### src/rtl/crc5_ddr_engine_pkg.sv
// Purpose : shared HDR-DDR CRC-5 definitions (state enum, seed/poly, bit-step function).
// Latency : n/a (types and a pure combinational helper).
// Backpressure: n/a.
// Contents: crc_state_e, crc5_t, rx_byte_t, CRC5_SEED, CRC5_POLY, crc5_step().
package crc5_ddr_engine_pkg;

  typedef enum logic [1:0] {
    ST_IDLE  = 2'd0,
    ST_SHIFT = 2'd1,
    ST_DONE  = 2'd2
  } crc_state_e;

  typedef logic [4:0] crc5_t;
  typedef logic [7:0] rx_byte_t;

  localparam crc5_t CRC5_SEED = 5'h1F;
  localparam crc5_t CRC5_POLY = 5'h05;  // x^2 + 1 taps; x^5 is implied by the shift-out

  // One MSB-first step of the I3C CRC-5. Shared with the TX-side generator.
  function automatic crc5_t crc5_step(input crc5_t crc, input logic din,
                                      input crc5_t poly = CRC5_POLY);
    logic fb;
    fb = crc[4] ^ din;
    return {crc[3:0], 1'b0} ^ (fb ? poly : 5'h00);
  endfunction

endpackage

### src/rtl/crc5_ddr_engine_if.sv
// Purpose : RX-stage <-> CRC-5 engine signal bundle.
// Latency : n/a (wires only).
// Backpressure: none; strobes beyond FIFO capacity are dropped and flagged by the engine.
// Ports   : i_rx_crc_en, i_rx_crc_data_valid, i_rx_data[7:0], i_rx_crc_last_byte (RX -> engine);
//           o_rx_crc_value[4:0], o_rx_crc_valid, o_crc_busy, o_crc_overflow (engine -> RX).
interface crc5_ddr_engine_if;
  import crc5_ddr_engine_pkg::*;

  logic     i_rx_crc_en;
  logic     i_rx_crc_data_valid;
  rx_byte_t i_rx_data;
  logic     i_rx_crc_last_byte;
  crc5_t    o_rx_crc_value;
  logic     o_rx_crc_valid;
  logic     o_crc_busy;
  logic     o_crc_overflow;

  // Engine side.
  modport slave (
    input  i_rx_crc_en, i_rx_crc_data_valid, i_rx_data, i_rx_crc_last_byte,
    output o_rx_crc_value, o_rx_crc_valid, o_crc_busy, o_crc_overflow
  );

  // RX deserializer side.
  modport master (
    output i_rx_crc_en, i_rx_crc_data_valid, i_rx_data, i_rx_crc_last_byte,
    input  o_rx_crc_value, o_rx_crc_valid, o_crc_busy, o_crc_overflow
  );

endinterface

### src/rtl/crc5_ddr_engine_fifo.sv
// Purpose : small synchronous byte FIFO (head is visible combinationally) with sync flush.
// Latency : push visible at the head one cycle later.
// Backpressure: caller must not push when full unless popping in the same cycle.
// Ports   : i_clk, i_rst_n, i_flush, i_push, i_push_dat, i_pop, o_head_dat, o_full, o_empty.
module ddr_byte_fifo #(
  parameter int DEPTH = 2,   // power of two, >= 2
  parameter int WIDTH = 8
) (
  input  logic             i_clk,
  input  logic             i_rst_n,
  input  logic             i_flush,
  input  logic             i_push,
  input  logic [WIDTH-1:0] i_push_dat,
  input  logic             i_pop,
  output logic [WIDTH-1:0] o_head_dat,
  output logic             o_full,
  output logic             o_empty
);

  localparam int          AW       = $clog2(DEPTH);
  localparam logic [AW-1:0] PTR_ONE  = 1;
  localparam logic [AW:0]   CNT_ONE  = 1;
  localparam logic [AW:0]   CNT_FULL = (AW+1)'(DEPTH);

  logic [WIDTH-1:0] r_mem [DEPTH];
  logic [AW-1:0]    r_wr_ptr;
  logic [AW-1:0]    r_rd_ptr;
  logic [AW:0]      r_count;

  always_ff @(posedge i_clk or negedge i_rst_n) begin
    if (!i_rst_n) begin
      r_wr_ptr <= '0;
      r_rd_ptr <= '0;
      r_count  <= '0;
    end else if (i_flush) begin
      r_wr_ptr <= '0;
      r_rd_ptr <= '0;
      r_count  <= '0;
    end else begin
      if (i_push) r_wr_ptr <= r_wr_ptr + PTR_ONE;
      if (i_pop)  r_rd_ptr <= r_rd_ptr + PTR_ONE;
      case ({i_push, i_pop})
        2'b10:   r_count <= r_count + CNT_ONE;
        2'b01:   r_count <= r_count - CNT_ONE;
        default: r_count <= r_count;
      endcase
    end
  end

  // Storage needs no reset: occupancy is tracked by the pointers/count.
  always_ff @(posedge i_clk) begin
    if (i_push && !i_flush) r_mem[r_wr_ptr] <= i_push_dat;
  end

  assign o_head_dat = r_mem[r_rd_ptr];
  assign o_full     = (r_count == CNT_FULL);
  assign o_empty    = (r_count == '0);

endmodule

### src/rtl/crc5_ddr_engine.sv
// Purpose : HDR-DDR RX CRC-5 engine: queues strobed bytes, folds them in bit-serially, reports on finalize.
// Latency : strobe at T with engine idle and finalize pending -> o_rx_crc_valid high from T+11; 9 cycles/byte.
// Backpressure: none upstream; a strobe into a full queue (no same-cycle retire) is dropped, o_crc_overflow sticks.
// Ports   : i_sys_clk, i_sys_rst (async, active-low), io_bus (slave modport of crc5_ddr_engine_if).
module crc5_ddr_engine
  import crc5_ddr_engine_pkg::*;
#(
  parameter int    FIFO_DEPTH = 2,
  parameter crc5_t CRC_SEED   = CRC5_SEED,
  parameter crc5_t CRC_POLY   = CRC5_POLY
) (
  input  logic              i_sys_clk,
  input  logic              i_sys_rst,
  crc5_ddr_engine_if.slave  io_bus
);

  logic       w_en, w_stb, w_last, w_flush;
  logic       w_fifo_full, w_fifo_empty, w_push, w_pop;
  rx_byte_t   w_fifo_head;

  crc_state_e r_state, w_state_nxt;
  crc5_t      r_crc, w_crc_nxt;
  crc5_t      r_crc_value, w_crc_value_nxt;
  rx_byte_t   r_shift, w_shift_nxt;
  logic [2:0] r_bit_cnt, w_bit_cnt_nxt;
  logic       r_pending, w_pending_nxt;
  logic       r_crc_valid, w_crc_valid_nxt;
  logic       r_overflow, w_overflow_nxt;

  assign w_en    = io_bus.i_rx_crc_en;
  assign w_flush = ~w_en;
  assign w_stb   = io_bus.i_rx_crc_data_valid & w_en;
  assign w_last  = io_bus.i_rx_crc_last_byte & w_en;

  // The byte being shifted stays in the queue until its last bit is folded in,
  // so the queue slot is only released (popped) on the final SHIFT cycle. This is
  // what limits a depth-2 queue to two back-to-back strobes.
  assign w_pop  = w_en && (r_state == ST_SHIFT) && (r_bit_cnt == 3'd0);
  assign w_push = w_stb && (!w_fifo_full || w_pop);

  ddr_byte_fifo #(
    .DEPTH (FIFO_DEPTH),
    .WIDTH (8)
  ) u_fifo (
    .i_clk      (i_sys_clk),
    .i_rst_n    (i_sys_rst),
    .i_flush    (w_flush),
    .i_push     (w_push),
    .i_push_dat (io_bus.i_rx_data),
    .i_pop      (w_pop),
    .o_head_dat (w_fifo_head),
    .o_full     (w_fifo_full),
    .o_empty    (w_fifo_empty)
  );

  // State register.
  always_ff @(posedge i_sys_clk or negedge i_sys_rst) begin
    if (!i_sys_rst) r_state <= ST_IDLE;
    else            r_state <= w_state_nxt;
  end

  // Next-state logic.
  always_comb begin
    w_state_nxt = r_state;
    if (!w_en) begin
      w_state_nxt = ST_IDLE;
    end else begin
      case (r_state)
        ST_IDLE: begin
          if (!w_fifo_empty)  w_state_nxt = ST_SHIFT;
          else if (r_pending) w_state_nxt = ST_DONE;
        end
        ST_SHIFT: if (r_bit_cnt == 3'd0) w_state_nxt = ST_IDLE;
        ST_DONE:  if (w_stb) w_state_nxt = ST_IDLE;
        default:  w_state_nxt = ST_IDLE;
      endcase
    end
  end

  // Datapath / output next values.
  always_comb begin
    w_crc_nxt       = r_crc;
    w_shift_nxt     = r_shift;
    w_bit_cnt_nxt   = r_bit_cnt;
    w_pending_nxt   = r_pending | w_last;
    w_crc_value_nxt = r_crc_value;
    w_crc_valid_nxt = r_crc_valid;
    w_overflow_nxt  = r_overflow | (w_stb && w_fifo_full && !w_pop);

    if (!w_en) begin
      w_crc_nxt       = CRC_SEED;
      w_shift_nxt     = '0;
      w_bit_cnt_nxt   = '0;
      w_pending_nxt   = 1'b0;
      w_crc_value_nxt = '0;
      w_crc_valid_nxt = 1'b0;
      w_overflow_nxt  = 1'b0;
    end else begin
      case (r_state)
        ST_IDLE: begin
          if (!w_fifo_empty) begin
            // Load only; the first CRC step happens in the next cycle.
            w_shift_nxt   = w_fifo_head;
            w_bit_cnt_nxt = 3'd7;
          end else if (r_pending) begin
            // Finalize wins over a same-cycle last_byte (already pending).
            w_crc_value_nxt = r_crc;
            w_crc_valid_nxt = 1'b1;
            w_crc_nxt       = CRC_SEED;
            w_pending_nxt   = 1'b0;
          end
        end
        ST_SHIFT: begin
          w_crc_nxt   = crc5_step(r_crc, r_shift[7], CRC_POLY);
          w_shift_nxt = {r_shift[6:0], 1'b0};
          if (r_bit_cnt != 3'd0) w_bit_cnt_nxt = r_bit_cnt - 3'd1;
        end
        ST_DONE: begin
          if (w_stb) w_crc_valid_nxt = 1'b0;
        end
        default: ;
      endcase
    end
  end

  always_ff @(posedge i_sys_clk or negedge i_sys_rst) begin
    if (!i_sys_rst) begin
      r_crc       <= CRC_SEED;
      r_shift     <= '0;
      r_bit_cnt   <= '0;
      r_pending   <= 1'b0;
      r_crc_value <= '0;
      r_crc_valid <= 1'b0;
      r_overflow  <= 1'b0;
    end else begin
      r_crc       <= w_crc_nxt;
      r_shift     <= w_shift_nxt;
      r_bit_cnt   <= w_bit_cnt_nxt;
      r_pending   <= w_pending_nxt;
      r_crc_value <= w_crc_value_nxt;
      r_crc_valid <= w_crc_valid_nxt;
      r_overflow  <= w_overflow_nxt;
    end
  end

  assign io_bus.o_rx_crc_value = r_crc_value;
  assign io_bus.o_rx_crc_valid = r_crc_valid;
  assign io_bus.o_crc_overflow = r_overflow;
  // Built only from registered state, so no input reaches this output combinationally.
  assign io_bus.o_crc_busy     = (r_state != ST_IDLE) || !w_fifo_empty;

endmodule

### src/flat_wrapper.sv
// flat-port wrapper written by rule: the top's interface ports become plain ports
module crc5_ddr_engine_flat import crc5_ddr_engine_pkg::*;
#(
  parameter int    FIFO_DEPTH = 2,
  parameter crc5_t CRC_SEED   = CRC5_SEED,
  parameter crc5_t CRC_POLY   = CRC5_POLY
)
  (i_sys_clk, i_sys_rst, io_bus_i_rx_crc_en, io_bus_i_rx_crc_data_valid, io_bus_i_rx_data, io_bus_i_rx_crc_last_byte, io_bus_o_rx_crc_value, io_bus_o_rx_crc_valid, io_bus_o_crc_busy, io_bus_o_crc_overflow);
  crc5_ddr_engine_if io_bus_i ();
  input  logic i_sys_clk;
  input  logic i_sys_rst;
  input wire logic [$bits(io_bus_i.i_rx_crc_en)-1:0] io_bus_i_rx_crc_en;
  input wire logic [$bits(io_bus_i.i_rx_crc_data_valid)-1:0] io_bus_i_rx_crc_data_valid;
  input wire logic [$bits(io_bus_i.i_rx_data)-1:0] io_bus_i_rx_data;
  input wire logic [$bits(io_bus_i.i_rx_crc_last_byte)-1:0] io_bus_i_rx_crc_last_byte;
  output wire logic [$bits(io_bus_i.o_rx_crc_value)-1:0] io_bus_o_rx_crc_value;
  output wire logic [$bits(io_bus_i.o_rx_crc_valid)-1:0] io_bus_o_rx_crc_valid;
  output wire logic [$bits(io_bus_i.o_crc_busy)-1:0] io_bus_o_crc_busy;
  output wire logic [$bits(io_bus_i.o_crc_overflow)-1:0] io_bus_o_crc_overflow;
  assign io_bus_i.i_rx_crc_en = io_bus_i_rx_crc_en;
  assign io_bus_i.i_rx_crc_data_valid = io_bus_i_rx_crc_data_valid;
  assign io_bus_i.i_rx_data = io_bus_i_rx_data;
  assign io_bus_i.i_rx_crc_last_byte = io_bus_i_rx_crc_last_byte;
  assign io_bus_o_rx_crc_value = io_bus_i.o_rx_crc_value;
  assign io_bus_o_rx_crc_valid = io_bus_i.o_rx_crc_valid;
  assign io_bus_o_crc_busy = io_bus_i.o_crc_busy;
  assign io_bus_o_crc_overflow = io_bus_i.o_crc_overflow;
  crc5_ddr_engine #(.FIFO_DEPTH(FIFO_DEPTH), .CRC_SEED(CRC_SEED), .CRC_POLY(CRC_POLY)) u_core (.i_sys_clk(i_sys_clk), .i_sys_rst(i_sys_rst), .io_bus(io_bus_i));
endmodule
### config.mk
export PLATFORM = sky130hd
export DESIGN_NAME = crc5_ddr_engine_flat
export DESIGN_NICKNAME = d
export VERILOG_FILES = /design/src/rtl/crc5_ddr_engine_pkg.sv /design/src/rtl/crc5_ddr_engine_if.sv /design/src/rtl/crc5_ddr_engine_fifo.sv /design/src/rtl/crc5_ddr_engine.sv /design/src/flat_wrapper.sv
export SDC_FILE = /design/constraint.sdc
export NUM_CORES = 1
export LEC_CHECK = 0
export BUFFER_PORTS_ARGS = -buffer_cell sky130_fd_sc_hd__buf_2
export CAP_MARGIN = 20
export CORE_ASPECT_RATIO = 1.5
export CORE_UTILIZATION = 57
export DETAILED_ROUTE_END_ITERATION = 8
export PLACE_DENSITY = 0.88
export SYNTH_ARGS = -nofsm -noshare
export SYNTH_HDL_FRONTEND = slang
export SYNTH_SLANG_ARGS = --single-unit
### constraint.sdc
create_clock -name i_sys_clk -period 2.1 [get_ports i_sys_clk]
set_input_delay 0.315 -clock i_sys_clk [delete_from_list [all_inputs] [get_ports i_sys_clk]]
set_output_delay 0.315 -clock i_sys_clk [all_outputs]
set_load 0.02 [all_outputs]
==> impl_metrics.env <==
export IMPL_fillerInstances=260
export IMPL_worst_ep_required_time_ns=2.06
export IMPL_cap_viol_max_count=0
export IMPL_setup_repair_after_global_routing_missed_its_margin="no"
export IMPL_detailedRoute_firstIterationViolations=26
export IMPL_floorplan_die_width_um=50.92
export IMPL_slew_violations=0
export IMPL_synth_compound_area_share_pct=12.48
export IMPL_post_cts_resized=0
export IMPL_finalSetupViolCount=0
export IMPL_worst_setup_hold_path_clk_slew_ns=0.09
export IMPL_place_detailed_hpwl_um=2418
export IMPL_detail_route_first_pass_iterations=4
export IMPL_yosys_warnings=0
export IMPL_syn_instance_count=174
export IMPL_drt_wl_total_um=3403
export IMPL_netlist_cell_type_count=36
export IMPL_cts_root_buffer="sky130_fd_sc_hd__clkbuf_8"
export IMPL_report_final_hold_viol_count=0
export IMPL_slew_headroom_pct=57.62
export IMPL_power_per_cell_area_mw_per_mm2=987.6
export IMPL_fraction_of_layout_cells_with_a_size_suffix_above_1_pct=21.13
export IMPL_muxShareOfSynthArea_pct=5.994
export IMPL_number_of_antenna_violations_at_the_first_check_in_global_routing=0
export IMPL_tritoncts_num_buffers=5
export IMPL_grt_max_degree=31
export IMPL_grt_pass1_wl_um=5685
export IMPL_critical_path_class="flip-flop to flip-flop"
export IMPL_setup_total_negative_slack_ns=0
export IMPL_initial_core_util_pct=59.89
export IMPL_min_period_ns=1.871
export IMPL_yosysSeqAreaShare_pct=60.49
export IMPL_cts_tree="built"
export IMPL_postCtsSetupBuffers=0
export IMPL_avgViaCountPerCell=5.631
export IMPL_max_freq_mhz=534.5
export IMPL_period_share_pct=89.10
export IMPL_setup_worst_path_end_class="flip-flop"
export IMPL_detailroute_via_count=1329
export IMPL_setup_crit_start_kind="flip-flop"
export IMPL_wire_per_inst_um=14.42
export IMPL_die_height_um=75.37
export IMPL_synth_cell_area_sq_mm=0.002046
export IMPL_critPathMaxFanout=8
export IMPL_dominant_combinational_cell_family_by_area_after_synthesis="simple AND/OR/NAND/NOR gates"
export IMPL_syn_nets=189
export IMPL_cts_hold_buffers_added=0
export IMPL_post_synth_and_or_nand_nor_area_fraction_pct=13.88
export IMPL_run_status="complete, no violations"
export IMPL_insertion_delay_ns=0.30
export IMPL_core_area_sq_mm=0.003416
export IMPL_nets=208
export IMPL_synth_adder_area_share_pct=1.223
export IMPL_leakagePower_nw=0.9793
export IMPL_post_route_drc_count=0
export IMPL_worst_slack_ns=0.2290
export IMPL_design_die_area_sq_mm=0.003837
export IMPL_peakVddDrop_uv=613.0
export IMPL_cts_buffer_depth=2
export IMPL_cts_htree_levels=2
export IMPL_drt_antenna_violating_nets=0
export IMPL_syn_mean_instance_area_sq_um=11.76
export IMPL_areaGrowthSynthToFinish_pct=10.21
export IMPL_clock_sinks=46
export IMPL_portBuffers=20
export IMPL_fin_worst_skew_ns=0.01148
export IMPL_first_global_vias=1315
export IMPL_grtUsageTotal_pct=20.98
export IMPL_antenna_diode_count=0
export IMPL_placement_rows=26
export IMPL_dp_slack_ns=0.2648
export IMPL_totalPowerFinal_w=0.002227
export IMPL_design_portCount=21
export IMPL_grt_overflow_total=0
export IMPL_post_synth_xor_area_fraction_pct=1.713
export IMPL_timing_critical_path_arrival_ns=1.83
export IMPL_synth_seq_cells=46
export IMPL_worst_slew_pin_transition_ns=0.6357
export IMPL_final_cell_area_sq_mm=0.002255
export IMPL_post_dp_cell_area_sq_mm=0.002146
export IMPL_finalWeightedCongestion=0.8369
export IMPL_holdCritPathClass="primary input to asynchronous set/reset pin"
-- logic make-up after synthesis --
group | after synthesis
buffers and inverters | 15
AND/OR/NAND/NOR | 53
XOR/XNOR | 4
multiplexers | 12
flip-flops | 46
AO/OA/AOI/OAI | 42
adder cells (fa/ha/maj) | 2
-- state kept, by name (all words and copies together) (netlist names), 2 cells and up --
register                      flops
u_core.io_bus.o_rx_crc_value      5
u_core.r_shift                    8
u_core.u_fifo.r_mem              16
u_core.r_state                    2
u_core.r_crc                      5
u_core.r_bit_cnt                  3
u_core.u_fifo.r_count             2
-- worst paths after layout --
kind,startpoint,endpoint,slack (ns),cells after the start
max,u_core.r_bit_cnt[0]$_DFFE_PN0P_,u_core.u_fifo.r_mem[1][0]$_DFFE_PP_,0.23,5
min,i_sys_rst,u_core.io_bus.o_rx_crc_value[4]$_DFFE_PN0P_,0.03,1
max reg2reg,u_core.r_bit_cnt[0]$_DFFE_PN0P_,u_core.u_fifo.r_mem[1][0]$_DFFE_PP_,0.23,5
min reg2reg,u_core.r_shift[5]$_DFFE_PN0P_,u_core.r_shift[5]$_DFFE_PN0P_,0.49,2
max in group asynchronous,i_sys_rst,u_core.r_shift[2]$_DFFE_PN0P_,1.65,1
min in group i_sys_clk,io_bus_i_rx_data[3],u_core.u_fifo.r_mem[1][3]$_DFFE_PP_,0.21,1
-- final cells by class --
class / instances / area, sq um / share of cell area (%)
Inverter: 5 / 18.77 / 0.8324
Tap cell: 42 / 52.55 / 2.331
Sequential cell: 46 / 1237 / 54.88
Multi-Input combinational cell: 113 / 721.9 / 32.02
Clock inverter: 3 / 40.04 / 1.776
Clock buffer: 5 / 68.82 / 3.052
Timing Repair Buffer: 22 / 115.1 / 5.105
-- stage by stage --
| step | cells | hold slack (ns) | utilization, % |
|---|---|---|---|
| 2_1_floorplan | 174 | 0.01941 | - |
| 3_3_place_gp | 228 | 0.3660 | 62.82 |
| 3_5_place_dp | 228 | 0.3737 | 62.82 |
| 4_1_cts | 236 | 0.03910 | 66.01 |
| 5_1_grt | 236 | 0.07700 | 66.01 |
| 6_report | 236 | 0.02674 | 66.01 |
-- power by group --
| group | switching [W] | total (W) | internal, W |
|---|---|---|---|
| Combinational | 0.000280 | 0.000461 | 0.000181 |
| Clock | 0.000284 | 0.000634 | 0.000350 |
| Sequential | 0.0000868 | 0.00113 | 0.00104 |
| Total | 0.000651 | 0.00223 | 0.00158 |
-- cells in the mapped netlist (all sizes together) --
| cell type | number | area, sq um |
|---|---|---|
| and4bb | 1 | 12.51 |
| o22ai | 2 | 12.51 |
| and2 | 1 | 6.260 |
| buf | 9 | 63.80 |
| or3 | 1 | 6.260 |
| xor2 | 3 | 26.28 |
| ha | 2 | 25.02 |
| a31oi | 2 | 12.51 |
| mux2i | 10 | 100.1 |
| o311a | 1 | 10.01 |
| o22a | 5 | 43.79 |
| edfxtp | 16 | 480.5 |
| a21oi | 14 | 70.07 |
| nand3b | 6 | 70.07 |
| inv | 5 | 18.76 |
| dfrtp | 25 | 625.6 |
| nor2b | 2 | 12.51 |
| o21a | 2 | 15.01 |
| clkbuf | 1 | 3.750 |
| nor2 | 15 | 56.30 |
| nand3 | 5 | 25.02 |
| o21ai | 15 | 75.07 |
| xnor2 | 1 | 8.760 |
| dfstp | 5 | 131.4 |
| and3 | 1 | 6.260 |
| or2b | 1 | 7.510 |
| o41ai | 1 | 16.27 |
| nand2 | 19 | 71.32 |
| mux2 | 2 | 22.52 |
| nor3 | 1 | 10.01 |
-- per-layer routing --
layer  share of wire, %  up-vias  routed length [um]  GRT usage [%]
met5                  0        -                   0              0
met4                2.5        0                  85          13.27
met3                3.5        7                 120          4.790
met2                 54       33                1828          37.28
met1                 40      639                1369          22.30
li1                   -      650                   -              -
-- cell usage in the layout, fill, tap and decap left out, drive strengths merged --
cell type	count
ha	2
nand3	5
dfstp	5
a21oi	14
nor3	1
o41ai	1
o311a	1
mux2	2
xnor2	1
buf	22
inv	5
and2	1
o21ai	15
and3	1
dfrtp	25
xor2	3
nand2	19
or2b	1
edfxtp	16
o22ai	2
clkinv	2
clkbuf	5
o22a	5
nor2	15
a31oi	2
mux2i	10
and4bb	1
bufinv	1
or3	1
o21a	2
nor2b	2
nand3b	6
-- critical path: stages, from the launching register on --
cell,delay [ns]
sky130_fd_sc_hd__dfrtp_1,0.40
sky130_fd_sc_hd__inv_1,0.09
sky130_fd_sc_hd__ha_1,0.29
sky130_fd_sc_hd__nand3b_1,0.12
sky130_fd_sc_hd__o22ai_1,0.21
sky130_fd_sc_hd__and3_1,0.43
No activity file was read; power rests on OpenSTA's default activity.
